===== config.mk =====
export PLATFORM = sky130hd
export DESIGN_NAME = stereo_matrix_scaler
export DESIGN_NICKNAME = d
export VERILOG_FILES = /design/src/rtl/stereo_pkg.sv /design/src/rtl/seq_shift_add_mult.sv /design/src/rtl/stereo_matrix_scaler.sv
export SDC_FILE = /design/constraint.sdc
export NUM_CORES = 1
export LEC_CHECK = 0
export CORE_ASPECT_RATIO = 0.7
export CORE_MARGIN = 2
export CORE_UTILIZATION = 54
export CTS_CLUSTER_SIZE = 30
export DETAILED_ROUTE_END_ITERATION = 10
export PLACE_DENSITY = 0.76
export SYNTH_ARGS = -nofsm -noshare
export SYNTH_HDL_FRONTEND = slang
export SYNTH_SLANG_ARGS = --single-unit

===== constraint.sdc =====
create_clock -name clock -period 4.9 [get_ports clock]
set_clock_uncertainty 0.15 [all_clocks]
set_input_delay 0.98 -clock clock [delete_from_list [all_inputs] [get_ports clock]]
set_output_delay 0.98 -clock clock [all_outputs]
set_load 0.02 [all_outputs]

===== src/rtl/stereo_pkg.sv =====
// Shared definitions for the stereo sum/difference scaler.
// Holds the default sample width, gain width and post-multiply shift,
// plus the controller state encoding.
package stereo_pkg;

    localparam int unsigned DW_DEFAULT    = 18;  // signed audio sample width
    localparam int unsigned KW_DEFAULT    = 4;   // unsigned gain width
    localparam int unsigned SHIFT_DEFAULT = 3;   // arithmetic right shift after multiply

    typedef enum logic [1:0] {
        IDLE  = 2'd0,
        MUL_S = 2'd1,
        MUL_D = 2'd2,
        OUT   = 2'd3
    } state_e;

endpackage


===== src/rtl/seq_shift_add_mult.sv =====
// Sequential shift-add multiplier: signed A (AW bits) times unsigned B
// (BW bits, zero-extended), one multiplier bit per cycle.
// Ports:
//   clock  - rising-edge clock
//   reset  - asynchronous active-low reset
//   start  - load A/B and process B[0] this cycle
//   A      - signed multiplicand, must be held stable while running
//   B      - unsigned multiplier, sampled on start only
//   R      - signed product, AW+BW+1 bits, final once done has been seen
//   done   - high in the cycle whose rising edge completes the last bit
module seq_shift_add_mult #(
    parameter int unsigned AW = 18,
    parameter int unsigned BW = 4
) (
    input  logic                    clock,
    input  logic                    reset,
    input  logic                    start,
    input  logic signed [AW-1:0]    A,
    input  logic        [BW-1:0]    B,
    output logic signed [AW+BW:0]   R,
    output logic                    done
);

    localparam int unsigned PW = AW + BW + 1;
    localparam int unsigned CW = $clog2(BW + 1);

    logic signed [PW-1:0] acc_q,    acc_d;
    logic signed [PW-1:0] mcand_q,  mcand_d;
    logic        [BW-1:0] mplier_q, mplier_d;
    logic        [CW-1:0] cnt_q,    cnt_d;
    logic                 active_q, active_d;
    logic signed [PW-1:0] a_ext;

    assign a_ext = {{(PW-AW){A[AW-1]}}, A};
    assign R     = acc_q;

    // The start cycle already consumes B[0], so a BW-bit multiply
    // completes on the BW-th rising edge counted from the start edge.
    always_comb begin
        acc_d    = acc_q;
        mcand_d  = mcand_q;
        mplier_d = mplier_q;
        cnt_d    = cnt_q;
        active_d = active_q;
        done     = 1'b0;
        if (start) begin
            acc_d    = B[0] ? a_ext : '0;
            mcand_d  = a_ext << 1;
            mplier_d = B >> 1;
            cnt_d    = CW'(1);
            active_d = (BW > 1);
            done     = (BW == 1);
        end else if (active_q) begin
            acc_d    = acc_q + (mplier_q[0] ? mcand_q : '0);
            mcand_d  = mcand_q << 1;
            mplier_d = mplier_q >> 1;
            cnt_d    = cnt_q + CW'(1);
            if (cnt_q == CW'(BW - 1)) begin
                active_d = 1'b0;
                done     = 1'b1;
            end
        end
    end

    always_ff @(posedge clock or negedge reset) begin
        if (!reset) begin
            acc_q    <= '0;
            mcand_q  <= '0;
            mplier_q <= '0;
            cnt_q    <= '0;
            active_q <= 1'b0;
        end else begin
            acc_q    <= acc_d;
            mcand_q  <= mcand_d;
            mplier_q <= mplier_d;
            cnt_q    <= cnt_d;
            active_q <= active_d;
        end
    end

endmodule


===== src/rtl/stereo_matrix_scaler.sv =====
// Stereo matrix scaler: forms S=(L+R)/2 and D=(L-R)/2, scales them by the
// unsigned gains Ks/Kd on one time-shared sequential multiplier, then
// optionally rounds, shifts right by SHIFT and saturates to DW bits.
// Ports:
//   clock, reset        - rising-edge clock, asynchronous active-low reset
//   LEFT, RIGHT         - signed input samples
//   Ks, Kd              - unsigned sum / difference gains
//   round_en            - 1: round half up, 0: floor
//   clken_48            - one-cycle sample strobe
//   LpR_out, LmR_out    - registered scaled sum / difference
//   out_valid           - one-cycle pulse on new results
//   busy                - high while multiplying
//   sat_LpR, sat_LmR    - saturation flags, valid with out_valid
//   sample_drop         - pulse when a strobe arrives while busy
module stereo_matrix_scaler
    import stereo_pkg::*;
#(
    parameter int unsigned DW    = DW_DEFAULT,
    parameter int unsigned KW    = KW_DEFAULT,
    parameter int unsigned SHIFT = SHIFT_DEFAULT
) (
    input  logic                 clock,
    input  logic                 reset,
    input  logic signed [DW-1:0] LEFT,
    input  logic signed [DW-1:0] RIGHT,
    input  logic        [KW-1:0] Ks,
    input  logic        [KW-1:0] Kd,
    input  logic                 round_en,
    input  logic                 clken_48,
    output logic signed [DW-1:0] LpR_out,
    output logic signed [DW-1:0] LmR_out,
    output logic                 out_valid,
    output logic                 busy,
    output logic                 sat_LpR,
    output logic                 sat_LmR,
    output logic                 sample_drop
);

    localparam int unsigned PW = DW + KW + 1;

    localparam logic signed [PW:0] RND_K = (PW+1)'(1) << (SHIFT - 1);
    localparam logic signed [PW:0] MAX_V = {{(PW-DW+2){1'b0}}, {(DW-1){1'b1}}};
    localparam logic signed [PW:0] MIN_V = {{(PW-DW+2){1'b1}}, {(DW-1){1'b0}}};

    state_e                state_q;
    logic signed [DW-1:0]  left_q, right_q;
    logic        [KW-1:0]  ks_q, kd_q;
    logic                  rnd_q;
    logic signed [PW-1:0]  prod_s_q;
    logic                  mstart_q;
    logic                  busy_q, out_valid_q, drop_q;
    logic signed [DW-1:0]  lpr_q, lmr_q;
    logic                  sat_lpr_q, sat_lmr_q;

    logic        [DW:0]    sum_w, dif_w;
    logic signed [DW-1:0]  s_w, d_w;
    logic signed [DW-1:0]  mul_a;
    logic        [KW-1:0]  mul_b;
    logic signed [PW-1:0]  mul_r;
    logic                  mul_done;
    logic                  accept;
    logic        [DW:0]    scaled_s, scaled_d;

    // Halving at DW+1 bits keeps the full-range sum/difference exact in DW bits.
    assign sum_w = {left_q[DW-1], left_q} + {right_q[DW-1], right_q};
    assign dif_w = {left_q[DW-1], left_q} - {right_q[DW-1], right_q};
    assign s_w   = sum_w[DW:1];
    assign d_w   = dif_w[DW:1];

    assign mul_a  = (state_q == MUL_D) ? d_w  : s_w;
    assign mul_b  = (state_q == MUL_D) ? kd_q : ks_q;
    assign accept = clken_48 && ((state_q == IDLE) || (state_q == OUT));

    seq_shift_add_mult #(
        .AW(DW),
        .BW(KW)
    ) u_mult (
        .clock (clock),
        .reset (reset),
        .start (mstart_q),
        .A     (mul_a),
        .B     (mul_b),
        .R     (mul_r),
        .done  (mul_done)
    );

    // Returns {saturated, value}: optional half-up bias, arithmetic shift, clamp.
    function automatic logic [DW:0] scale(input logic signed [PW-1:0] p, input logic rnd);
        logic signed [PW:0] x;
        logic signed [PW:0] y;
        x = $signed({p[PW-1], p}) + (rnd ? RND_K : '0);
        y = x >>> SHIFT;
        if (y > MAX_V)
            scale = {1'b1, MAX_V[DW-1:0]};
        else if (y < MIN_V)
            scale = {1'b1, MIN_V[DW-1:0]};
        else
            scale = {1'b0, y[DW-1:0]};
    endfunction

    // During OUT the multiplier still holds the D product; S was parked earlier.
    assign scaled_s = scale(prod_s_q, rnd_q);
    assign scaled_d = scale(mul_r, rnd_q);

    always_ff @(posedge clock or negedge reset) begin
        if (!reset) begin
            state_q     <= IDLE;
            left_q      <= '0;
            right_q     <= '0;
            ks_q        <= '0;
            kd_q        <= '0;
            rnd_q       <= 1'b0;
            prod_s_q    <= '0;
            mstart_q    <= 1'b0;
            busy_q      <= 1'b0;
            out_valid_q <= 1'b0;
            drop_q      <= 1'b0;
            lpr_q       <= '0;
            lmr_q       <= '0;
            sat_lpr_q   <= 1'b0;
            sat_lmr_q   <= 1'b0;
        end else begin
            out_valid_q <= 1'b0;
            drop_q      <= 1'b0;
            mstart_q    <= 1'b0;

            if (accept) begin
                left_q  <= LEFT;
                right_q <= RIGHT;
                ks_q    <= Ks;
                kd_q    <= Kd;
                rnd_q   <= round_en;
            end

            case (state_q)
                IDLE: begin
                    if (clken_48) begin
                        state_q  <= MUL_S;
                        busy_q   <= 1'b1;
                        mstart_q <= 1'b1;
                    end
                end
                MUL_S: begin
                    drop_q <= clken_48;
                    if (mul_done) begin
                        state_q  <= MUL_D;
                        mstart_q <= 1'b1;
                    end
                end
                MUL_D: begin
                    drop_q <= clken_48;
                    // The D start edge is the last edge the S product is visible.
                    if (mstart_q)
                        prod_s_q <= mul_r;
                    if (mul_done) begin
                        state_q <= OUT;
                        busy_q  <= 1'b0;
                    end
                end
                OUT: begin
                    lpr_q       <= scaled_s[DW-1:0];
                    sat_lpr_q   <= scaled_s[DW];
                    lmr_q       <= scaled_d[DW-1:0];
                    sat_lmr_q   <= scaled_d[DW];
                    out_valid_q <= 1'b1;
                    if (clken_48) begin
                        state_q  <= MUL_S;
                        busy_q   <= 1'b1;
                        mstart_q <= 1'b1;
                    end else begin
                        state_q <= IDLE;
                    end
                end
                default: state_q <= IDLE;
            endcase
        end
    end

    assign LpR_out     = lpr_q;
    assign LmR_out     = lmr_q;
    assign out_valid   = out_valid_q;
    assign busy        = busy_q;
    assign sat_LpR     = sat_lpr_q;
    assign sat_LmR     = sat_lmr_q;
    assign sample_drop = drop_q;

endmodule


* Word-level counts from Yosys, hierarchy flattened *
Index checks and enable logic that the tools add are counted.

cells by class
  $add $sub $neg = 6
  magnitude comparators = 4
  equality and inequality tests = 8
  multiplexer cells = 36
  reductions and logical operators = 10

operators with widths
  kind                  count
  $mux 23               6
  $mux 19               4
  $add 23x4->24         2
  $gt 21x18->1 const B  2
  $lt 21x18->1 const B  2
  $add 23x23->23        1
  $add 18x18->19        1
  $sub 18x18->19        1
  $mux 18               1
  $mux 1                13
  $mux 4                3
  $mux 3                3
  $pmux 2 s4            1
  $mux 2                3
  $ne 2x2->1 const B    3
  $reduce_and 3->1      2
  $eq 2x2->1 const B    2
  $pmux 1 s2            2
  $reduce_bool 2->1     2
  $reduce_or 2->1       2
  $add 3x1->3 const B   1
  $eq 3x2->1 const B    1
  $eq 2x1->1 const B    1
  $logic_not 2->1       1
  other kinds (4)       4

storage, ports and cells
  register bits after elaboration = 166
  input port bits = 48
  output and inout port bits = 41
  logic and storage cells = 84

* Longest topological paths before layout *
Gate-level depths: netlist of the first run.

  depth in word-level cells = 6
  gate-level depth with buffers = 16
  depth with buffers taken out = 15

* Hierarchy *
A second synthesis of the first run with hierarchy kept.

unflattened totals
  cell total of the unflattened synthesis = 1043
  area, all modules = 10073.4 um^2

modules (own cells, without submodules)
  module                times used  cells each  area an instance (um^2)  sequential area each (um^2)
  stereo_matrix_scaler  1           627         6392.4                   2752.6
  seq_shift_add_mult    1           416         3681.0                   1301.2

* Least setup slack after synthesis of the first run *
No wires, ideal clock.

  kind = reg-to-reg
  from = register state_q[0]
  to = register u_mult.acc_q[22], in the netlist u_mult.R[22]
  setup time = 0.121 ns
  arrival = 3.574 ns
  data required time = 4.629 ns
  slack = 1.054 ns
  cell stages (with the launch flop) = 17
  period minus slack after synthesis = 3.846 ns
  cell sequence = dfrtp_1 -> inv_1 -> ha_1 -> clkbuf_1 -> clkbuf_1 -> a21oi_1 -> xnor2_1 -> ha_1 -> a21o_1 -> a21oi_1 -> a21oi_1 -> o2111ai_1 -> a311oi_1 -> and2_1 -> a211o_2 -> o21a_1 -> o22a_1

between the ends
  word-level cells in the longest chain between the ends = 4
  elaborated cells on any way between the ends = 5
  those cells by class = eq/ne (1); mux (4)

RTL lines
  element                            RTL line                                                RTL
  from (decl)                        stereo_matrix_scaler.sv:45                              state_e state_q;
  from (signal assigned)             stereo_matrix_scaler.sv:107                             state_q <= IDLE;
  from (signal assigned)             stereo_matrix_scaler.sv:138                             state_q <= MUL_S;
  from (signal assigned)             stereo_matrix_scaler.sv:146                             state_q <= MUL_D;
  $eq 2x2->1 (*)                     stereo_matrix_scaler.sv:70, stereo_matrix_scaler.sv:71
  $mux 18 or $mux 4 (tied branches)  stereo_matrix_scaler.sv:70, stereo_matrix_scaler.sv:71
  $mux 23 (*)                        seq_shift_add_mult.sv:47                                acc_d = B[0] ? a_ext : '0;
  $mux 23 (*)                        seq_shift_add_mult.sv:46                                if (start) begin
  to (signal assigned)               seq_shift_add_mult.sv:67                                acc_q <= '0;
  to (signal assigned)               seq_shift_add_mult.sv:73                                acc_q <= acc_d;
  to (decl)                          seq_shift_add_mult.sv:27                                logic signed [PW-1:0] acc_q, acc_d;

Every way passes the cells marked *; elsewhere a longest branch is shown, timed or not.
A chain may end at the register's enable or synchronous reset.

* Final worst setup path of the first run *
  from = register state_q[0]
  to = register u_mult.acc_q[16], in the netlist u_mult.R[16]

The elaborated chain is that of the path after synthesis.

==> results.md, run 1 <==
- After clock tree synthesis, the clock-pin slew on the worst setup and hold paths is 0.06 ns.
- The worst path uses 85.4% of the clock period.
- Wire segments on met2 add up to 9770 µm in the final route.
- The count of pins over their slew limit was 0.
- The global placement routability congestion is 0.885.
- The worst hold path endpoint is prod_s_q[2].
- By startpoint and endpoint, the worst setup path is classified as flop to flop.
- The number of hold buffers added after CTS was 0.
- The reg-to-reg startpoint is state_q[0].
- Data arrives at the worst endpoint at 4.40 ns.
- The post-CTS setup buffer count is 0.
- The fraction of registers with async set/reset is 100%.
- Timing would allow up to 239 MHz.
- The quantity of gates resized following cts is 0.
- The via count of the first global-routing pass is 7,432.
- The setup check on the worst reg-to-reg path leaves a slack of 0.71 ns.
- The total number of nets in the final design is 1,189.
- For the worst setup path, the data required time is 5.12 ns.
- The core occupancy in the finished layout is 64.1%.
- At the pin with the least slew margin, the transition time is 0.961 ns.
- In the synthesized netlist the dominant register cell turns out to be sky130_fd_sc_hd__dfrtp_1.
- The worst setup path is launched from a flop.
- In this design, the stage delay of the slowest critical-path cell is 0.54 ns.
- The clock net in this run drives a total of 161 sinks.
- The clock tree synthesis step divided the H-tree into 4 levels.
- In the post-route analysis, the smallest setup slack over all paths is 0.714 ns.
- The TritonCTS clock tree is built.
- The total die area is 19,200 µm².
- Once the floorplan was initialized, standard cells occupied 54.7% of the core.
- The setup total negative slack is 0 ns.
- Summed over all layers, the routed wires come to 22,100 µm.
- The worst hold path passes through 2 cells.
- The run finished with clean final reports.
- Summed over its instances, the top area cell type makes up 41.2% of the synthesized netlist area.
- Of all nets on the critical path, the largest fanout is 21.
- Summed over all nets, the half-perimeter wirelength after detailed placement is 15,500 µm.
- The critical path goes through inv_1, ha_1, buf_4, nor2_1, xnor2_1, ha_1, a21oi_1, o21a_1, o21ai_1, o31ai_1, o211ai_1, nand2_1, o21ai_1, or4_1, nand4b_1.
- In this run the tool buffered the top-level ports with 88 buffer cells.
- After detailed routing, the number of vias per cell comes to 5.84.
- The DRC violation count after routing is 0.
- The largest net degree at the start of global routing is 99.
- The max-capacitance violation count is 0.
- The overall routing resource usage is 24.5%.
- The number of antenna violations at the first check in global routing is 0.
- For this design the top-level I/O count stands at 89.
- The distinct cell type count after synthesis is 71.
- The length of routed met3 wiring is 1140 µm.
- Before antenna repair, the detailed router went through 5 iterations.
- The final antenna diode count is 0.
- The region available for standard cell placement spans 17,900 µm².
- The path depth of the worst reg2reg path is 15.
- Setup violations remaining at the end of the flow were counted as 0.
- In this run the remaining antenna-violating nets after routing total 0.
- The warning count from the yosys run is 0.
- The smallest clock period supported by the final layout is computed as 4.19 ns.
- At the placement stage, the worst setup path has a slack of 0.817 ns.
- The relative area change from synthesis to final layout is 17.2%.
- The capture point of the worst reg-to-reg path is u_mult.R[16].
- The number of DRC markers after the initial detailed-route iteration is 696.
- Setup repair after global routing left no endpoint under its margin.
- STA classifies the critical path endpoint as a flop.
- Averaged over all synthesized cells, the footprint is 9.58 µm².
- The number of clock buffers added by TritonCTS is 17.
- The worst hold margin is 0.349 ns.
- The width of the die is 165 µm.
- The cell accounting for the most synthesized area is sky130_fd_sc_hd__dfrtp_1.
- The clock latency on the worst-skew pair is 0.43 ns.
- The sequential cell area fraction in the yosys report is 41.2%.
- The origin of the worst min-delay path is prod_s_q[2].
- The number of endpoints with negative hold slack in the final report is 0.
- The number of enable-type register cells in the synthesized netlist is 0.
- The net count of the mapped netlist is 1,120.
- The root buffer cell is sky130_fd_sc_hd__clkbuf_16.
- The clock passes through at most 2 buffers.
- After detailed routing, no signal wire sits above met4.
- Summed over all layers, the global routing overflow is 0.
- The worst-case headroom to the max-slew limit is 35.8%.
- Synthesis inferred 161 register bits.
- The synthesized instance count is 1,022.
- The wire length per cell after detailed routing is 16.5 µm.
- Ranked by total cell area, the synthesized netlist is headed by sky130_fd_sc_hd__dfrtp_1 41%, sky130_fd_sc_hd__mux2_2 7.0%, sky130_fd_sc_hd__a21oi_1 6.3%.
- The largest individual stage delay along the critical path comes from the cell sky130_fd_sc_hd__or4_1.
- The path type of the worst min-delay path is flop to flop.
- Of the cells placed in the final design, the portion with a size suffix greater than 1 is 11.7%.
- The die is 117 µm tall.
- The first global-routing pass estimated 37,600 µm of wire.
- The post-synth design cell area is 9790 µm².
- The wire length the detailed router placed on met1 is 10,900 µm.
- The vias after detailed routing is 7,824.
- In this run the core area contains 41 standard-cell rows.
[layout by cell type (no fill, tap or decap), types with 3 or more instances in the layout]
cell / instances
sky130_fd_sc_hd__o22ai_1: 10
sky130_fd_sc_hd__a21o_1: 15
sky130_fd_sc_hd__a211oi_1: 24
sky130_fd_sc_hd__a31oi_1: 5
sky130_fd_sc_hd__inv_1: 30
sky130_fd_sc_hd__a21oi_1: 123
sky130_fd_sc_hd__and3_1: 16
sky130_fd_sc_hd__o21ai_0: 47
sky130_fd_sc_hd__o211ai_1: 8
sky130_fd_sc_hd__nor3b_1: 4
sky130_fd_sc_hd__mux2_2: 61
sky130_fd_sc_hd__o21a_1: 7
sky130_fd_sc_hd__nand2_1: 66
sky130_fd_sc_hd__o22a_2: 5
sky130_fd_sc_hd__xnor2_1: 61
sky130_fd_sc_hd__nor2_1: 81
sky130_fd_sc_hd__ha_1: 47
sky130_fd_sc_hd__nor3_1: 10
sky130_fd_sc_hd__nor2b_1: 19
sky130_fd_sc_hd__clkdlybuf4s50_1: 87
sky130_fd_sc_hd__mux2i_1: 21
sky130_fd_sc_hd__clkbuf_16: 17
sky130_fd_sc_hd__nand4_1: 7
sky130_fd_sc_hd__or2_2: 4
sky130_fd_sc_hd__bufinv_16: 3
sky130_fd_sc_hd__clkinv_4: 4
sky130_fd_sc_hd__and2_1: 33
sky130_fd_sc_hd__xor2_1: 18
sky130_fd_sc_hd__dfrtp_1: 159
sky130_fd_sc_hd__buf_4: 9
sky130_fd_sc_hd__o21bai_1: 7
sky130_fd_sc_hd__nand2b_1: 9
sky130_fd_sc_hd__nand3_1: 25
sky130_fd_sc_hd__a31o_2: 3
[cells by family (layout without fill, tap and decap cells)]
group / count (synthesis) / in the layout / share of synthesized area [%]
muxes: 82 / 82 / 9.17
xor gates and xnor gates: 79 / 79 / 7.07
DFF: 161 / 161 / 41.2
and+or+nand+nor: 293 / 293 / 15.3
adders and majority gates: 50 / 50 / 6.55
AOI/OAI and AO/OA: 279 / 279 / 17.5
buffers and inverters: 78 / 160 / 3.27
[synth_stat cells (all sizes together) (21+ instances only)]
library cell	instances
clkbuf	36
xnor2	61
a21oi	123
mux2i	21
and2	33
nor2	82
mux2	61
a211oi	24
dfrtp	161
inv	30
nand2	66
o21ai	50
ha	48
nand3	25
[layer usage]
metal,vias up,GRT usage (%)
li1,3788,-
met1,3789,36.0
met2,217,37.4
met3,30,5.04
met4,0,6.14
met5,-,0
[sequential cells by signal, summed over array words and instances, names as in the netlist, 3 cells and up]
name             count
LmR_out             18
LpR_out             18
kd_q                 4
ks_q                 4
left_q              18
prod_s_q            21
right_q             18
u_mult.R            22
u_mult.cnt_q         3
u_mult.mcand_q      22
u_mult.mplier_q      3
[final cells by class]
cell class	instances	area, µm²
fillers	1455	6430
multi-input cells	783	5450
flip-flops and latches	161	4030
repair buffers	98	970
clock buffers	21	460
well taps	236	295
clock inverters	11	153
inverters	30	113
[worst max path at each step]
stage               slack, ns                 end       start  depth (start not counted)
floorplan                1.05        u_mult.R[22]  state_q[0]                         16
global placement         0.97        u_mult.R[22]  state_q[0]                         15
detailed placement       0.82        u_mult.R[22]  state_q[0]                         15
CTS                      0.77        u_mult.R[22]  state_q[0]                         15
global route             0.38  u_mult.mcand_q[20]  state_q[0]                         14
finish                   0.71        u_mult.R[16]  state_q[0]                         15
[stage by stage]
step / cell area (µm²) / instances
after floorplan: 9790 / 1022
after global placement: 10900 / 1308
after detailed placement: 10900 / 1308
after CTS: 11500 / 1340
after global routing: 11500 / 1340
final: 11500 / 1340
[worst max-delay path: cells and delay by family (launching register included)]
kind | cells | cell delay [ns]
buffers and inverters | 2 | 0.49
AOI/OAI and AO/OA | 6 | 1.30
adders and majority gates | 2 | 0.76
and+or+nand+nor | 4 | 0.87
xor gates and xnor gates | 1 | 0.14
DFF | 1 | 0.41
Power of run 1 is not shown: default switching activity piles up to over one toggle a cycle in this logic, so the estimate is an artifact.
==> inputs of run 2 (changes only) <==
--- a/config.mk
+++ b/config.mk
@@ -7,10 +7,11 @@
 export LEC_CHECK = 0
 export CORE_ASPECT_RATIO = 0.7
 export CORE_MARGIN = 2
-export CORE_UTILIZATION = 54
+export CORE_UTILIZATION = 53
 export CTS_CLUSTER_SIZE = 30
 export DETAILED_ROUTE_END_ITERATION = 10
-export PLACE_DENSITY = 0.76
+export MAX_ROUTING_LAYER = met4
+export PLACE_DENSITY = 0.77
 export SYNTH_ARGS = -nofsm -noshare
 export SYNTH_HDL_FRONTEND = slang
 export SYNTH_SLANG_ARGS = --single-unit
==> constraint.sdc (replaced) <==
create_clock -name clock -period 3.43 [get_ports clock]
set_clock_uncertainty 0.15 [all_clocks]
set_input_delay 0.686 -clock clock [delete_from_list [all_inputs] [get_ports clock]]
set_output_delay 0.686 -clock clock [all_outputs]
set_load 0.02 [all_outputs]
==> results.md, run 2 (synthesis results as in run 1) <==
- The wire length per cell after detailed routing came to 16.7 µm (+1.3%).
- The via count of the first global-routing pass is 7,726 (+4.0%).
- The total die area is 19,600 µm² (+1.8%).
- The length of routed met3 wiring is 1240 µm (+8.6%).
- The clock transition time at the flip-flop clock pins of the worst setup and hold paths is 0.07 ns (about the same).
- The overall routing resource usage is 25.0% (+0.48 points).
- The count of pins over their slew limit is 0 (unchanged).
- The length of routed met2 wiring is 10,900 µm (+12%).
- TritonCTS built the clock tree.
- The slack of the critical path is -0.194 ns (-0.908 ns).
- The effective utilization at floorplan is 54.2% (-0.47 points).
- The capture point of the worst reg-to-reg path is u_mult.R[22].
- STA classifies the critical path endpoint as a flop.
- The post-detailed-routing wire length was 23,800 µm (+7.8%).
- The detailed-placement wirelength estimate is 16,700 µm (+7.4%).
- The cell repeated most along the worst path is sky130_fd_sc_hd__buf_4.
- The via-per-instance ratio is 5.76 (-1.4%).
- The instance area at placement came to 11,500 µm² (+5.7%).
- The number of I/O port buffers is 88 (unchanged).
- The sort of element at the start of the critical path is a flop.
- The global placement routability congestion is 0.869 (-1.8%).
- The wire length the detailed router placed on met1 came to 11,400 µm (+4.8%).
- The register-to-register setup slack was -0.19 ns (-0.91 ns).
- The class of the most critical setup path is flop to flop.
- The post-route cell area is 12,300 µm² (+7.6%).
- The number of endpoints with negative hold slack in the final report is 0 (unchanged).
- The minimum clock period is 3.62 ns (-0.562 ns).
- The measured slew at the worst slew-check pin was 0.754 ns (-0.206 ns).
- The core occupancy in the finished layout is 68.3% (+4.3 points).
- The required time reported for the critical path endpoint came to 3.60 ns (-1.52 ns).
- The total congestion overflow is 0 (unchanged).
- The final antenna diode count was 0 (unchanged).
- The maximum clock path buffer count is 2 (unchanged).
- The wire length of the first global-routing pass is 39,000 µm (+3.9%).
- The number of failing setup endpoints in the final timing report is 14 (+14).
- The maximum clock frequency is 276 MHz (+15%).
- The area used by multi-input combinational logic is 5620 µm² (+3.1%).
- The worst-case headroom to the max-slew limit is 49.7% (+14 points).
- The path class of the tightest hold or removal check is input port to async pin.
- Setup repair after global routing could not meet its margin everywhere.
- The vias after detailed routing is 8,210 (+4.9%).
- The total of fill cells in the finished design is 1,394 (-4.2%).
- The delay of the slowest cell on the worst path was 0.43 ns (-0.11 ns).
- The path depth of the worst reg2reg path is 14 (-1).
- The number of antenna violations at the first check in global routing is 0 (unchanged).
- The flow ran to the end, but the final reports show violations.
- The arrival time reported for the critical path endpoint is 3.79 ns (-0.61 ns).
- Compared with the post-synthesis result, the final layout area differs by 26.1%.
- Traced cell by cell, the critical path runs through or3_4, nor4_4, buf_4, a21oi_1, xnor2_1, ha_1, buf_4, a21o_1, o2111ai_4, a311oi_2, and2_1, a211o_2, o21a_1, o22a_1.
- The total number of placement rows is 41 (unchanged).
- The clock sink count is 161 (unchanged).
- The height of the die is 118 µm (+0.91%).
- In this run the critical register-to-register path is launched from right_q[3].
- The total core area is 18,100 µm² (+0.86%).
- The period utilization is 106% (+20 points).
- The root buffer cell is sky130_fd_sc_hd__clkbuf_16.
- The standard cell with the maximum stage delay on the critical path is sky130_fd_sc_hd__or3_4.
- The area of all sequential standard cells came to 4030 µm² (about the same).
- The setup total negative slack is -1.36 ns (-1.36 ns).
- The total number of nets in the final design is 1,275 (+7.2%).
- The antenna violation net count after detailed routing is 0 (unchanged).
- The DRC violation count after routing is 0 (unchanged).
- The critical-path maximum fanout is 4 (-81%).
- The clock buffer count from CTS is 17 (unchanged).
- The library cell used most frequently in the layout, excluding fill and tap cells, is sky130_fd_sc_hd__dfrtp_1.
- The largest net degree at the start of global routing is 69 (-30%).
- The final reports fail on setup timing.
- The topmost layer with routed signal wires is met4.
- The number of DRC markers after the initial detailed-route iteration is 623 (-10%).
- The clock latency on the worst-skew pair was 0.43 ns (about the same).
- In the layout the commonest cells are 158 x sky130_fd_sc_hd__dfrtp_1, 111 x sky130_fd_sc_hd__a21oi_1, 92 x sky130_fd_sc_hd__buf_4.
- The level count of the clock H-tree came to 4 (unchanged).
- The width of the die was 166 µm (+0.92%).
- The max-capacitance violation count is 0 (unchanged).
- The number of detailed-routing iterations run before antenna repair is 7 (+2).
- The top-level port count came to 89 (unchanged).
- The fraction of layout cells with a size suffix above 1 came to 20.5% (+8.8 points).
## run 2: metrics by stage
stage	setup WS, ns	hold WS, ns	instances
final	-0.194	0.0910	1426
after global routing	-0.351	0.132	1426
after CTS	-0.170	0.0995	1420
after detailed placement	-0.161	0.347	1386
after global placement	-0.0898	0.334	1386
after floorplan	-0.0456	0.240	1022
## run 2: how the worst max path moves through the flow
stage                from      endpoint  slack (ns)  cells past startpoint
6_report       right_q[3]  u_mult.R[22]       -0.19                     14
5_1_grt        right_q[3]  u_mult.R[22]       -0.35                     14
4_1_cts        right_q[3]  u_mult.R[19]       -0.17                     14
3_5_place_dp   right_q[4]  u_mult.R[22]       -0.16                     14
3_3_place_gp   right_q[4]  u_mult.R[17]       -0.09                     14
2_1_floorplan  state_q[0]  u_mult.R[22]       -0.05                     14
## run 2: what timing repair did
item / 4_1_cts / 5_1_grt
buffers inserted: 2 / 6
setup endpoints to repair: 17 / 24
gates resized for setup: 7 / 25
hold buffers: 0 / 0
pin swaps: 10 / 8
## run 2: area by class of cell
type	instances	area share [%]
multi-input cells	783	45.5
well taps	236	2.39
flip-flops and latches	161	32.7
clock inverters	12	1.65
clock buffers	20	3.62
repair buffers	184	13.2
inverters	30	0.913
## run 2: routing by layer
| layer | GRT usage (%) | up-vias |
|---|---|---|
| met1 | 35.5 | 4023 |
| met2 | 38.1 | 201 |
| met5 | - | - |
| li1 | - | 3956 |
| met4 | 5.28 | 0 |
| met3 | 4.20 | 30 |
## run 2: worst max-delay path, delay by kind of cell, from the launching register on
family,cells,cell delay [ns]
adder cells (fa/ha/maj),1,0.31
AO/OA/AOI/OAI,7,1.37
buffers and inverters,2,0.34
XOR/XNOR,1,0.13
AND/OR/NAND/NOR,3,0.82
flip-flops,1,0.38
Power of run 2 is left out for the same reason.
==> inputs of run 3 (changes only) <==
--- a/config.mk
+++ b/config.mk
@@ -8,9 +8,8 @@
 export CORE_ASPECT_RATIO = 0.7
 export CORE_MARGIN = 2
 export CORE_UTILIZATION = 53
-export CTS_CLUSTER_SIZE = 30
 export DETAILED_ROUTE_END_ITERATION = 10
-export MAX_ROUTING_LAYER = met4
+export HOLD_SLACK_MARGIN = 0.06
 export PLACE_DENSITY = 0.77
 export SYNTH_ARGS = -nofsm -noshare
 export SYNTH_HDL_FRONTEND = slang
==> results.md, run 3 (synthesis results as in run 1) <==
- The flow ran to the end, but the final reports show violations.
- The checks that failed: setup timing.
- The total of fill cells in the finished design was 1,394 (unchanged).
- The level count of the clock H-tree is 4 (unchanged).
- The number of DRC markers after the initial detailed-route iteration is 653 (+4.8%).
- The total die area came to 19,600 µm² (unchanged).
- The setup total negative slack was -1.36 ns (+0.00365 ns).
- The source of the critical timing path is right_q[3].
- The DRC violation count after routing was 0 (unchanged).
- The detailed-placement wirelength estimate is 16,700 µm (unchanged).
- The required time reported for the critical path endpoint was 3.60 ns (about the same).
- The max-capacitance violation count came to 0 (unchanged).
- The path depth of the worst reg2reg path was 14 (unchanged).
- The total core area came to 18,100 µm² (unchanged).
- The wire length of the first global-routing pass is 39,100 µm (+0.11%).
- The post-detailed-routing wire length was 23,700 µm (-0.41%).
- The minimum clock period is 3.63 ns (+0.00303 ns).
- The library cell used most frequently in the layout, excluding fill and tap cells, is sky130_fd_sc_hd__dfrtp_1.
- The height of the die is 118 µm (unchanged).
- The capturing element type of the critical path is a flop.
- The root buffer cell is sky130_fd_sc_hd__clkbuf_16.
- The number of antenna violations at the first check in global routing was 0 (unchanged).
- The maximum clock path buffer count is 2 (unchanged).
- The worst setup path is launched from a flop.
- The count of pins over their slew limit is 0 (unchanged).
- The library cells used most frequently in the layout, excluding fill and tap cells, are 158 x sky130_fd_sc_hd__dfrtp_1, 111 x sky130_fd_sc_hd__a21oi_1, 92 x sky130_fd_sc_hd__buf_4.
- The slack of the critical path is -0.197 ns (-0.00303 ns).
- The TritonCTS clock tree is built.
- The relative area change from synthesis to final layout came to 26.1% (unchanged).
- The register-to-register setup slack is -0.20 ns (about the same).
- The top-level port count is 89 (unchanged).
- The maximum clock frequency is 276 MHz (about the same).
- The number of detailed-routing iterations run before antenna repair came to 5 (-2).
- The fraction of layout cells with a size suffix above 1 is 20.5% (unchanged).
- The width of the die came to 166 µm (unchanged).
- The clock sink count is 161 (unchanged).
- The via-per-instance ratio is 5.75 (about the same).
- The instance area at placement is 11,500 µm² (unchanged).
- In this run the critical register-to-register path is launched from right_q[3].
- The clock transition time at the flip-flop clock pins of the worst setup and hold paths was 0.07 ns (about the same).
- The number of I/O port buffers is 88 (unchanged).
- The overall routing resource usage came to 24.3% (-0.70 points).
- The measured slew at the worst slew-check pin is 0.759 ns (+0.00535 ns).
- The final antenna diode count is 0 (unchanged).
- Setup repair after global routing could not meet its margin everywhere.
- The largest net degree at the start of global routing came to 69 (unchanged).
- The via count of the first global-routing pass was 7,724 (-0.026%).
- The effective utilization at floorplan was 54.2% (unchanged).
- The arrival time reported for the critical path endpoint was 3.80 ns (about the same).
- The post-route non-filler standard cell count came to 1,426 (unchanged).
- The vias after detailed routing was 8,202 (-0.097%).
- The global placement routability congestion was 0.856 (-1.6%).
- The class of the most critical setup path is flop to flop.
- The clock buffer count from CTS is 17 (unchanged).
- The post-route cell area is 12,300 µm² (unchanged).
- The worst-case headroom to the max-slew limit is 49.4% (-0.36 points).
- The wire length per cell after detailed routing is 16.6 µm (-0.41%).
- The clock latency on the worst-skew pair is 0.43 ns (about the same).
- The total congestion overflow is 0 (unchanged).
- The number of endpoints with negative hold slack in the final report is 0 (unchanged).
- The total number of nets in the final design is 1,275 (unchanged).
- The number of failing setup endpoints in the final timing report is 15 (+1).
- The number of placed instances, taps included is 1,386 (unchanged).
- The critical-path maximum fanout is 4 (unchanged).
- The total number of placement rows came to 41 (unchanged).
- The endpoint identified for the worst register-to-register timing path is u_mult.R[22].
- In this run the worst hold path is classified as input port to async pin.
- The antenna violation net count after detailed routing came to 0 (unchanged).
- The hold-fix buffer count after cts came to 0 (unchanged).
- The period utilization came to 106% (about the same).
## run 3: cell counts in the layout (fill, tap and decap cells not counted)
Identical to the previous run, type by type.
## run 3: critical path: stages (launching register included)
cell and delay (ns):
sky130_fd_sc_hd__dfrtp_1 0.38, sky130_fd_sc_hd__or3_4 0.43, sky130_fd_sc_hd__nor4_4 0.23, sky130_fd_sc_hd__buf_4 0.19
sky130_fd_sc_hd__a21oi_1 0.08, sky130_fd_sc_hd__xnor2_1 0.13, sky130_fd_sc_hd__ha_1 0.31, sky130_fd_sc_hd__buf_4 0.15
sky130_fd_sc_hd__a21o_1 0.19, sky130_fd_sc_hd__o2111ai_4 0.23, sky130_fd_sc_hd__a311oi_2 0.15, sky130_fd_sc_hd__and2_1 0.16
sky130_fd_sc_hd__a211o_2 0.36, sky130_fd_sc_hd__o21a_1 0.19, sky130_fd_sc_hd__o22a_1 0.17
## run 3: repair_timing
item                       in CTS  in global routing
setup buffers                   2                  6
gates cloned                    0                  0
setup endpoints to repair      17                 24
pin swaps                      10                  8
resized for setup               7                 25
## run 3: final cells by class
cell class	count	area, µm²	area share, %
Multi-Input combinational cell	783	5620	45.5
Sequential cell	161	4030	32.7
Timing Repair Buffer	184	1630	13.2
Clock buffer	20	447	3.62
Tap cell	236	295	2.39
Clock inverter	12	204	1.65
Inverter	30	113	0.913
## run 3: per-layer routing
| metal | vias up | global-route usage, % | share of wire (%) |
|---|---|---|---|
| met3 | 29 | 4.27 | 5.1 |
| met5 | - | 0 | 0 |
| met4 | 0 | 5.28 | 1.2 |
| met1 | 4001 | 35.5 | 48 |
| li1 | 3950 | - | - |
| met2 | 222 | 38.1 | 46 |
## run 3: stage by stage
stage	setup slack, ns	hold WS [ns]	util [%]
floorplan	-0.0456	0.240	-
global placement	-0.0898	0.334	63.6
detailed placement	-0.161	0.347	63.6
CTS	-0.170	0.0995	67.4
global route	-0.351	0.133	68.3
finish	-0.197	0.0824	68.3
## run 3: worst max path at each step
stage	to	slack [ns]	depth (start not counted)
after floorplan	u_mult.R[22]	-0.05	14
after detailed placement	u_mult.R[22]	-0.16	14
after global routing	u_mult.R[22]	-0.35	14
after global placement	u_mult.R[17]	-0.09	14
final	u_mult.R[22]	-0.20	14
after CTS	u_mult.R[19]	-0.17	14
Power of run 3 is left out for the same reason.
==> variant: new RTL, config.mk and constraints of run 3 <==
The 4 states of `state_e` get a one-hot encoding in 4 bits.
--- a/src/rtl/stereo_pkg.sv
+++ b/src/rtl/stereo_pkg.sv
@@ -7,11 +7,11 @@
     localparam int unsigned KW_DEFAULT    = 4;   // unsigned gain width
     localparam int unsigned SHIFT_DEFAULT = 3;   // arithmetic right shift after multiply
 
-    typedef enum logic [1:0] {
-        IDLE  = 2'd0,
-        MUL_S = 2'd1,
-        MUL_D = 2'd2,
-        OUT   = 2'd3
+    typedef enum logic [3:0] {
+        IDLE  = 4'b0001,
+        MUL_S = 4'b0010,
+        MUL_D = 4'b0100,
+        OUT   = 4'b1000
     } state_e;
 
 endpackage
Formal check against the unedited RTL: no difference found for any inputs over 10 cycles, from zero or initial values and one cycle with reset low; not proved beyond that.
==> variant against run 3 <==
- the flow still finishes with violations (negative setup slack)
- critical endpoint unchanged
- highest routed layer unchanged
- area after synthesis increased by 0.17%
- final area decreased by 0.65%
- worst hold slack improved by 50 ps
- first-iteration DRC count decreased by 4.0%
- worst setup slack improved by 44 ps
- wire length increased by 2.0%
- critical path type unchanged
- utilization decreased by 0.44 points
- sequential cell count increased by 2
==> variant: results (changes against run 3) <==
stage	metric	value	unit	change
placement	portBuffers	88		unchanged
power	leakage	0.00551	µW	
routing	vias	8135		-0.82%
clocking	clk_latency	430	ps	about the same
synthesis	synth_common_cells	162 x dfrtp_1, 74 x nand2_1, 66 x mux2_2, 64 x nor2_1, 52 x a21oi_1		
placement	hpwl	17200	µm	+3.4%
clocking	clk_pin_slew	60	ps	
layout	fill_cells	1372		-1.6%
setup_path	crit_arrival	3750	ps	-50 ps
placement	place.gp.congestion	0.863		+0.83%
layout	drive_gt1_share	21.0	%	+0.54 points
timing	fin_ws	-154	ps	+43.8 ps
grt	grt_pass1_wl	40500	µm	+3.5%
outcome	status	finished with violations		
synthesis	ys_seq_area_share	41.6	%	+0.45 points
hold_path	hp-class	primary input to asynchronous set/reset pin		
grt	grt_max_degree	76		+10%
synthesis	synth_cell_types	76		+7.0%
outcome	violations	negative setup slack		
clocking	htree_levels	4		unchanged
grt	grt_pass1_vias	8210		+6.3%
setup_path	critical_path.max_fanout	3		-1
timing	tns	-1360	ps	-0.730 ps
layout	diodes	0		unchanged
clocking	cts_root_buf	clkbuf_16		
placement	place_area	0.0115	mm²	-0.24%
grt	grt_use_total	25.1	%	+0.76 points
synthesis	synthTopCellsByArea	dfrtp_1 41%, mux2_2 7.6%, ha_1 5.5%		
timing	slew_headroom	28.7	%	-21 points
layout	nNetsFinal	1225		-3.9%
timing	setup_viol	15		unchanged
synthesis	async_reset_ff_share	100	%	unchanged
grt	antenna_found_initial	0		unchanged
power	vdd_ir_drop_max	0.518	mV	
routing	drt-initial-drc-count	627		-4.0%
clocking	clock_path_buffers	2		unchanged
synthesis	synth_fp_nets	1072		-4.3%
routing	firstDrtPassIters	5		unchanged
setup_path	reg2reg_from	right_q[4]$_DFFE_PN0P_		
setup_path	ff2ff_path_depth	15		+1
routing	wl_per_cell	17.5	µm	+5.3%
clocking	cts_made_buffers	17		unchanged
synthesis	ys.warnings.count	0		unchanged
setup_path	timing.rr.end	u_mult.R[22]$_DFFE_PN0P_		
variant: how the worst max path moves through the flow:
stage	end	startpoint
final	u_mult.R[22]$_DFFE_PN0P_	right_q[4]$_DFFE_PN0P_
after floorplan	u_mult.R[22]$_DFFE_PN0P_	state_q[2]$_DFFE_PN0P_
after CTS	u_mult.R[22]$_DFFE_PN0P_	right_q[4]$_DFFE_PN0P_
after global routing	u_mult.R[22]$_DFFE_PN0P_	right_q[4]$_DFFE_PN0P_
after detailed placement	u_mult.R[22]$_DFFE_PN0P_	right_q[4]$_DFFE_PN0P_
after global placement	u_mult.R[22]$_DFFE_PN0P_	right_q[4]$_DFFE_PN0P_
variant: where the power goes:
part           leakage [µW]  switching (µW)  internal [µW]
clock network      0.000281             777           1090
logic               0.00316            3690           3470
registers           0.00207             705           2570
variant: per-stage QoR:
step / setup slack (ps) / instances / util (%) / hold WS [ps]
3_3_place_gp: -26.7 / 1339 / 63.4 / 323
5_1_grt: -343 / 1381 / 67.9 / 197
3_5_place_dp: -179 / 1339 / 63.4 / 333
6_report: -154 / 1381 / 67.9 / 132
2_1_floorplan: -56.4 / 979 / - / 240
4_1_cts: -66.3 / 1376 / 67.2 / 162
variant: cell families (layout without fill, tap and decap cells):
kind of cell	Yosys count	count (layout)	synth area share, %
DFF	163	163	41.6
AOI/OAI and AO/OA	243	243	17.2
muxes	93	93	10.3
and+or+nand+nor	275	275	14.3
buffers and inverters	77	243	3.20
xor gates and xnor gates	83	83	7.42
adders and majority gates	45	45	5.90
variant: cell type report:
cell class	count	area share, %
tap	236	2.41
inverter	32	0.980
sequential	163	33.3
clock inverter	9	0.633
timing repair buffer	179	13.0
multi-input combinational	739	45.6
clock buffer	23	4.06
variant: routing by layer:
metal	wire (µm)	track usage [%]
met1	11300	36.1
met2	11300	39.4
met3	1280	4.51
met4	267	6.47
met5	0	0
variant: worst max-delay path: stages (launching register included):
cell and delay [ps]:
dfrtp_1 370, or4_4 580, nor4_4 200, buf_4 200, a31oi_2 100, xnor2_1 210, ha_1 270, a21o_1 170
a21o_1 180, a21oi_2 170, o211a_1 180, o31ai_2 80, xor2_1 130, buf_4 150, nor2_2 50, a211o_1 260
variant: repair_timing:
action | CTS | global route
gates resized for setup | 16 | 25
endpoints found under the setup margin | 21 | 28
setup buffers | 5 | 5
pin swaps | 3 | 26
